$ cat config.mk
export PLATFORM = sky130hd
export DESIGN_NAME = mdu_seq
export DESIGN_NICKNAME = d
export VERILOG_FILES = /design/src/rtl/mdu_seq_pkg.sv /design/src/rtl/mdu_seq_alu.sv /design/src/rtl/mdu_seq.sv
export SDC_FILE = /design/constraint.sdc
export NUM_CORES = 1
export LEC_CHECK = 0
export CAP_MARGIN = 30
export CORE_MARGIN = 4
export CORE_UTILIZATION = 54
export DETAILED_ROUTE_END_ITERATION = 7
export PLACE_DENSITY = 0.74
export SLEW_MARGIN = 0
export SYNTH_ARGS = -nofsm -noshare
export SYNTH_HDL_FRONTEND = slang
export SYNTH_HIERARCHICAL = 1
export SYNTH_SLANG_ARGS = --single-unit
$ cat constraint.sdc
create_clock -name clk -period 6.3 [get_ports clk]
set_clock_uncertainty 0.05 [all_clocks]
set_input_delay 0.945 -clock clk [delete_from_list [all_inputs] [get_ports clk]]
set_output_delay 0.945 -clock clk [all_outputs]
set_load 0.1 [all_outputs]
$ cat src/rtl/mdu_seq_pkg.sv
// Shared definitions for the HI/LO multiply/divide sequencer: ALU opcodes,
// MDU operation codes and sequencer state encoding.
package mdu_seq_pkg;

  localparam int MDU_ITER = 32;

  localparam logic [7:0] ALUOP_ADD = 8'd0;
  localparam logic [7:0] ALUOP_SUB = 8'd1;

  localparam logic [1:0] MDU_MULTU = 2'd0;
  localparam logic [1:0] MDU_DIVU  = 2'd1;
  localparam logic [1:0] MDU_MTHI  = 2'd2;
  localparam logic [1:0] MDU_MTLO  = 2'd3;

  typedef enum logic [1:0] {
    ST_IDLE = 2'd0,
    ST_MUL  = 2'd1,
    ST_DIV  = 2'd2
  } mdu_state_t;

endpackage

$ cat src/rtl/mdu_seq_alu.sv
// 32-bit combinational add/sub ALU shared with the main datapath encoding.
module mdu_seq_alu
  import mdu_seq_pkg::*;
(
  input  logic [31:0] a,
  input  logic [31:0] b,
  input  logic [7:0]  alu_op,
  output logic [31:0] res
);

  always_comb begin
    res = a + b;
    if (alu_op == ALUOP_SUB) res = a - b;
  end

endmodule

$ cat src/rtl/mdu_seq.sv
// Iterative unsigned MULTU/DIVU sequencer owning architectural HI/LO,
// plus single-cycle MTHI/MTLO writes.
//
// state   | meaning
// --------+---------------------------------------------------------
// IDLE    | waiting for start; MTHI/MTLO write here in one cycle
// MUL     | shift-add multiply, one multiplier bit per cycle
// DIV     | restoring divide, one quotient bit per cycle
module mdu_seq
  import mdu_seq_pkg::*;
#(
  parameter int ITER = MDU_ITER
) (
  input  logic        clk,
  input  logic        reset,
  input  logic        start,
  input  logic [1:0]  op,
  input  logic [31:0] rs_val,
  input  logic [31:0] rt_val,
  output logic        busy,
  output logic [31:0] hi,
  output logic [31:0] lo
);

  localparam logic [4:0] CNT_LAST = 5'(ITER - 1);

  mdu_state_t  state;
  logic [31:0] mcand, acc, mlo;
  logic [31:0] dvsr, quo;
  logic [32:0] rem;
  logic [4:0]  cnt;

  logic [31:0] alu_a, alu_b, alu_res;
  logic [7:0]  alu_op;
  logic        mul_carry, div_ok;
  logic [32:0] div_t;
  logic [31:0] acc_next, mlo_next, quo_next;
  logic [32:0] rem_next;

  mdu_seq_alu u_alu (
    .a      (alu_a),
    .b      (alu_b),
    .alu_op (alu_op),
    .res    (alu_res)
  );

  always_comb begin
    alu_a  = '0;
    alu_b  = '0;
    alu_op = ALUOP_ADD;
    div_t  = {rem[31:0], quo[31]};
    case (state)
      ST_MUL: begin
        alu_a = acc;
        alu_b = mlo[0] ? mcand : 32'd0;
      end
      ST_DIV: begin
        alu_a  = div_t[31:0];
        alu_b  = dvsr;
        alu_op = ALUOP_SUB;
      end
      default: ;
    endcase
    // A wrapped sum is smaller than either addend, which exposes the carry.
    mul_carry = alu_res < acc;
    acc_next  = {mul_carry, alu_res[31:1]};
    mlo_next  = {alu_res[0], mlo[31:1]};
    div_ok    = div_t[32] | (div_t[31:0] >= dvsr);
    rem_next  = div_ok ? {1'b0, alu_res} : div_t;
    quo_next  = {quo[30:0], div_ok};
  end

  always_ff @(posedge clk) begin
    if (reset) begin
      state <= ST_IDLE;
      busy  <= 1'b0;
      hi    <= '0;
      lo    <= '0;
      mcand <= '0;
      acc   <= '0;
      mlo   <= '0;
      dvsr  <= '0;
      rem   <= '0;
      quo   <= '0;
      cnt   <= '0;
    end else begin
      case (state)
        ST_IDLE: begin
          if (start) begin
            case (op)
              MDU_MTHI: hi <= rs_val;
              MDU_MTLO: lo <= rs_val;
              MDU_MULTU: begin
                mcand <= rs_val;
                acc   <= '0;
                mlo   <= rt_val;
                cnt   <= '0;
                state <= ST_MUL;
                busy  <= 1'b1;
              end
              default: begin
                dvsr  <= rt_val;
                rem   <= '0;
                quo   <= rs_val;
                cnt   <= '0;
                state <= ST_DIV;
                busy  <= 1'b1;
              end
            endcase
          end
        end
        ST_MUL: begin
          acc <= acc_next;
          mlo <= mlo_next;
          cnt <= cnt + 5'd1;
          if (cnt == CNT_LAST) begin
            hi    <= acc_next;
            lo    <= mlo_next;
            state <= ST_IDLE;
            busy  <= 1'b0;
          end
        end
        ST_DIV: begin
          rem <= rem_next;
          quo <= quo_next;
          cnt <= cnt + 5'd1;
          if (cnt == CNT_LAST) begin
            hi    <= rem_next[31:0];
            lo    <= quo_next;
            state <= ST_IDLE;
            busy  <= 1'b0;
          end
        end
        default: begin
          state <= ST_IDLE;
          busy  <= 1'b0;
        end
      endcase
    end
  end

endmodule

# Word level (Yosys, flattened, before mapping)
# Index checks and enable logic that the tools add are counted.
# W data, S select, Z words.
totals:
  regBits: 264
  latchBits: 0
  mem_bits_rw: 0
  romBits: 0
  inputBits: 69
  out_inout_bits: 65
  wordCells: 89
  n_memories: 0
classes:
  addsub: 3
  multipliers: 0
  div: 0
  order_cmp: 2
  n_eq_ne: 15
  shifts: 0
  muxes: 39
  bitwise_logic: 2
  n_reduce_logical: 17
op_table:
  columns: ["operator", "count"]
  rows:
  - ["$mux W32", 19]
  - ["$pmux W32 S2", 6]
  - ["$pmux W32 S3", 2]
  - ["$add A32 B32 Y32", 1]
  - ["$ge A32 B32 Y1", 1]
  - ["$lt A32 B32 Y1", 1]
  - ["$sub A32 B32 Y32", 1]
  - ["$reduce_and A3 Y1", 6]
  - ["$mux W5", 2]
  - ["$ne A2 B2 Y1 const B", 5]
  - ["$pmux W5 S2", 1]
  - ["$reduce_and A5 Y1", 2]
  - ["$ne A2 B1 Y1 const B", 4]
  - ["$pmux W2 S2", 2]
  - ["$eq A2 B2 Y1 const B", 3]
  - ["$reduce_bool A2 Y1", 3]
  - ["$add A5 B1 Y5 const B", 1]
  - ["$eq A5 B5 Y1 const B", 1]
  - ["$logic_not A2 Y1", 2]
  - ["$mux W1", 4]
  - ["$mux W2", 2]
  - ["$reduce_or A2 Y1", 2]
  - ["$reduce_bool A3 Y1", 1]
  - ["$reduce_or A3 Y1", 1]
  - ["5 further kinds", 5]

# Depth between registers and ports, before layout
depth:
  ltp_word: 7
  ltp_mapped: 31

# Cells and area by module
# Netlist, hierarchy kept.
by_module_without_submodules:
  columns: ["module", "n_inst", "cells_each", "area_per_inst_um2"]
  rows:
  - ["mdu_seq", 1, 1717, 13566.8]
  - ["mdu_seq_alu", 1, 367, 2526.2]

# Least setup slack after synthesis
# No wires, ideal clock.
synth_timing:
  kind: "reg2reg"
  from: "register state[0]"
  to: "register hi[31]"
  arrival_time_ns: 5.851
  t_required_ns: 6.172
  slack_ns: 0.320
  stages_incl_launch_ff: 29
  synth_period_minus_slack_ns: 5.980
  path_cell_list: "dfxtp_1 -> inv_1 -> ha_1 -> clkinv_1 -> clkbuf_1 -> clkbuf_1 -> nor2_1 -> or4_4 -> or3_1 -> nor2_1 -> nand2_1 -> o31ai_1 -> xor2_1 -> ha_1 -> clkbuf_1 -> and4_1 -> and2_1 -> a221oi_1 -> nand2_1 -> o21ai_0 -> xnor2_1 -> ha_1 -> a21o_1 -> a21o_1 -> a21oi_1 -> o2111ai_1 -> a221oi_1 -> a2111oi_0 -> nor3_1"
synth_between:
  elab_chain_len: 7
  word_cells_on_any_way: 21
  cone_classes: "2 x add/sub; 1 x order compare; 7 x eq/ne; 8 x mux; 3 x reduce/logical"
synth_rtl:
  columns: ["element", "line_no", "rtl"]
  rows:
  - ["from (decl)", "mdu_seq.sv:27", "mdu_state_t state;"]
  - ["from (signal assigned)", "mdu_seq.sv:75", "state <= ST_IDLE;"]
  - ["from (signal assigned)", "mdu_seq.sv:98", "state <= ST_MUL;"]
  - ["from (signal assigned)", "mdu_seq.sv:106", "state <= ST_DIV;"]
  - ["$eq A2 B2 Y1 / $eq A2 B1 Y1 (equally long branches)", "mdu_seq.sv:52", "case (state)"]
  - ["$pmux W32 S2 (*)", "mdu_seq.sv:52", null]
  - ["net alu_b[11]", "mdu_seq.sv:33", "logic [31:0] alu_a, alu_b, alu_res;"]
  - ["$add A32 B32 Y32 / $sub A32 B32 Y32 (equally long branches)", "mdu_seq_alu.sv:12, mdu_seq_alu.sv:13", null]
  - ["$mux W32 (*)", "mdu_seq_alu.sv:13", "if (alu_op == ALUOP_SUB) res = a - b;"]
  - ["net alu_res[25]", "mdu_seq.sv:33", null]
  - ["$lt A32 B32 Y1 (*)", "mdu_seq.sv:65", "mul_carry = alu_res < acc;"]
  - ["$mux W32 (*)", "mdu_seq.sv:116", "if (cnt == CNT_LAST) begin"]
  - ["$pmux W32 S3 (*)", "mdu_seq.sv:87", "case (state)"]
  - ["to (signal assigned)", "mdu_seq.sv:91", "MDU_MTHI: hi <= rs_val;"]
  - ["to (signal assigned)", "mdu_seq.sv:117", "hi <= acc_next;"]
  - ["to (signal assigned)", "mdu_seq.sv:128", "hi <= rem_next[31:0];"]
  - ["to (decl)", "mdu_seq.sv:21", "output logic [31:0] hi,"]
# The timed path passes the listed nets; every way through them passes the cells marked *. The select of a mux whose other input is x is not followed.
# A chain may end at the register's enable or synchronous reset.

# Final worst setup path
# Ends and elaborated chain as after synthesis.

==> results.txt <==
----------------------------------------------------
[Worst setup path]
  Crit path launch type ... flop
  Number of cells traversed by the worst register-to-register path ... 27
  Worst reg2reg path endpoint ... hi[31]
  Start of the worst register-to-register path ... state[0]
  Highest net fanout along the worst path ... 19
  Required time of the critical path ... 6650 ps
  Data arrival time of the critical path ... 6350 ps
  Worst R2R Setup Slack ... 300 ps
  Type of the worst setup path ... reg2reg
  Endpoint class of the critical path ... flop

[Power]
  Peak ir drop on the vdd network ... 249 uV
  Leakage power summed over all cells ... 6.94 nW
  Total chip power ... 0.00459 W
  Pwr/cell area ... 241 nW/um^2

[GRT]
  Global routing usage summed across all routing layers ... 31.3%
  Via count of the first global-routing pass ... 15,200
  Initial antenna violation count ... 0
  GRT Residual Overflow ... 0
  Largest net degree at the start of global routing ... 162
  Global-route wire length before repair ... 84,700 microns

[Clock tree]
  Hold-fix buffers, CTS ... 0
  H-tree Lvls ... 1
  Register clock-pin slew on the reported worst setup and hold paths ... 60 ps
  Worst-Skew Late Latency ... 550 ps
  TritonCTS clock tree ... built
  Number of buffers added by the clock tree synthesis step ... 29
  Clock net sink count ... 264
  Maximum buffer depth of the clock tree ... 3
  Cell at the root of the clock tree ... clkbuf_16

[Worst hold path]
  Source of the worst hold timing path ... mcand[8]
  Cell depth of the worst min-delay path ... 2
  Hold Path Sink ... mcand[8]
  Class of the most critical hold timing path ... reg2reg

[Die]
  Starting utilization of the core area ... 55.5%
  Overall die area ... 32,600 sq um
  Die boundary width ... 181 microns
  # rows ... 62
  I/O pin count ... 134
  Core Area ... 29,000 sq um
  Die Y ... 181 microns

[STA]
  Final setup violation count ... 0
  Period utilization ... 95.2%
  Max-slew headroom at the worst pin ... 31.6%
  Worst Tran Pin Value ... 1020 ps
  Endpoints failing hold ... 0
  Highest Clock Rate ... 167 MHz
  Fin. max-slew vios ... 0
  Shortest clock period the worst path allows after layout ... 6000 ps

[Drt]
  Starting DRC count in detailed routing ... 1,890
  Final antenna-violating net count ... 0
  Wire length per cell ... 20.9 microns
  Total number of vias ... 16,300
  DR pass1 iterations ... 5
  Per-cell via count in the routed design ... 6.31
  # DRC ... 0
  Total wire length after detailed routing ... 53,800 microns

[Logic synthesis]
  Gate count after technology mapping ... 2,084
  Proportion of register bits with asynchronous set or reset after synthesis ... 0%
  Synth warnings ... 6
  Synthesized area per cell ... 7.72 sq um
  Number of enable flip-flop cells after synthesis ... 0
  Syn Std Cell Area ... 16,100 sq um
  Primary FF master, synth ... dfxtp_1
  Flop and latch count out of synthesis ... 264
  Sequential share of the synthesized area ... 32.8%
  Distinct cell type count after synthesis ... 74

[Run status]
  Result of the run ... finished, final reports clean

[Placed design]
  I/O Buffers ... 133
  Post-Place Cell Area ... 18,000 sq um
  Detailed placer's ending HPWL ... 38,500 microns
  Routability-driven placement congestion ratio ... 0.927

[Cells and area]
  N_diodes ... 0
  Footprint of the multi-input gates ... 10,100 sq um
  Most common cell after layout, fill and taps aside ... nand2_1
  Final instance area ... 19,100 sq um
  Relative area change from synthesis to final layout ... 18.5%
  Net count of the finished layout ... 2,343
  Area used by sequential logic in the layout ... 5290 sq um
  Share of final-layout standard cells stronger than drive strength 1 ... 8.07%
  Leading cell types in the layout, fill and taps excluded ... 281 x nand2_1, 263 x dfxtp_1, 244 x a21oi_1
  Fill cells ... 2,593

[Job]
  Number of maximum-capacitance violations ... 0

----------------------------------------------------
[cell type report]
| cell class | instances | share of cell area [%] |
|---|---|---|
| well taps | 384 | 2.52 |
| flip-flops and latches | 264 | 27.7 |
| repair buffers | 205 | 10.3 |
| clock inverters | 8 | 0.289 |
| multi-input cells | 1595 | 53.0 |
| inverters | 78 | 1.54 |
| clock buffers | 43 | 4.55 |
[registers in the layout, indices dropped and copies added, names as in the netlist]
name,flops
busy,1
mlo,32
quo,32
cnt,5
dvsr,32
state,2
hi,32
acc,32
lo,32
mcand,32
rem,32
[worst max-delay path by stage]
stage	startpoint	endpoint	slack [ps]	cells past startpoint
2_1_floorplan	state[0]	hi[31]	320	28
3_3_place_gp	state[1]	hi[31]	110	25
3_5_place_dp	state[1]	hi[31]	-7	25
4_1_cts	state[1]	hi[31]	60	25
5_1_grt	state[0]	hi[31]	-20	27
6_report	state[0]	hi[31]	300	27
[cells in the mapped netlist, drive strengths merged, types with 6 or more instances]
library cell	count	area (sq um)
nand3	79	395
nor4	8	71.3
a211oi	99	743
and2	7	43.8
a221oi	6	71.3
a22oi	100	751
nand4	11	68.8
nand2b	7	51.3
inv	77	289
o21ai	76	388
o31ai	9	67.6
nor2b	7	43.8
a21o	21	158
o211ai	6	50.1
mux2i	97	971
o21a	7	52.6
clkbuf	121	455
xnor2	23	201
dfxtp	264	5290
a21oi	253	1280
ha	100	1250
and3	11	68.8
nor3	14	70.1
nor2	244	916
o32ai	31	272
nand2	281	1050
buf	32	198
xor2	31	272
[power breakdown]
group | internal [W] | switching [W]
registers | 0.00174 | 0.0000535
clock network | 0.000948 | 0.000704
logic | 0.000390 | 0.000760
total | 0.00307 | 0.00152
[metal layers]
metal / GRT usage [%] / part of all wire [%]
met2: 45.3 / 42
met5: 0 / 0
met3: 6.14 / 10
met4: 6.14 / 1.7
met1: 48.2 / 47
[logic make-up (layout without fill, tap and decap cells)]
logic type / Yosys count / count (layout) / share of synthesized area [%]
AOI/OAI and AO/OA: 640 / 640 / 25.7
xor gates and xnor gates: 54 / 54 / 2.94
adders and majority gates: 101 / 101 / 7.90
buffers and inverters: 231 / 334 / 5.88
DFF: 264 / 264 / 32.8
muxes: 98 / 98 / 6.13
other: 1 / 7 / 0.0233
and+or+nand+nor: 695 / 695 / 18.6
[per-stage QoR]
step	std cells	hold WS (ps)	utilization [%]	setup TNS, ps	setup slack [ps]
4_1_cts	2574	404	65.2	0	57.3
6_report	2577	405	65.8	0	304
3_3_place_gp	2519	394	61.6	0	109
3_5_place_dp	2523	396	62.0	-7.17	-7.17
2_1_floorplan	2090	386	-	0	320
5_1_grt	2577	430	65.8	-26.4	-23.0
[repair_timing]
action / CTS / global route
cloned: 0 / 0
gates resized for setup: 6 / 31
buffers inserted: 0 / 3
endpoints found under the setup margin: 2 / 2
pin swaps: 1 / 6
[critical path, stage by stage, from the launching register on]
cell and delay [ps]:
dfxtp_1 410, inv_1 140, ha_4 300, clkinv_2 230
nor2_1 270, inv_1 70, ha_1 250, a21oi_1 170
xnor2_1 160, ha_1 310, a21o_1 220, a221oi_2 470
nor4_1 130, buf_4 160, o21ai_0 370, buf_4 200
nand2_1 90, a211oi_1 280, buf_4 210, ha_1 170
a21o_1 110, a21o_1 110, a21oi_1 60, o2111ai_1 230
a221oi_2 60, buf_4 150, a2111oi_1 370, nor3_1 70
No activity file was read; power rests on OpenSTA's default activity.
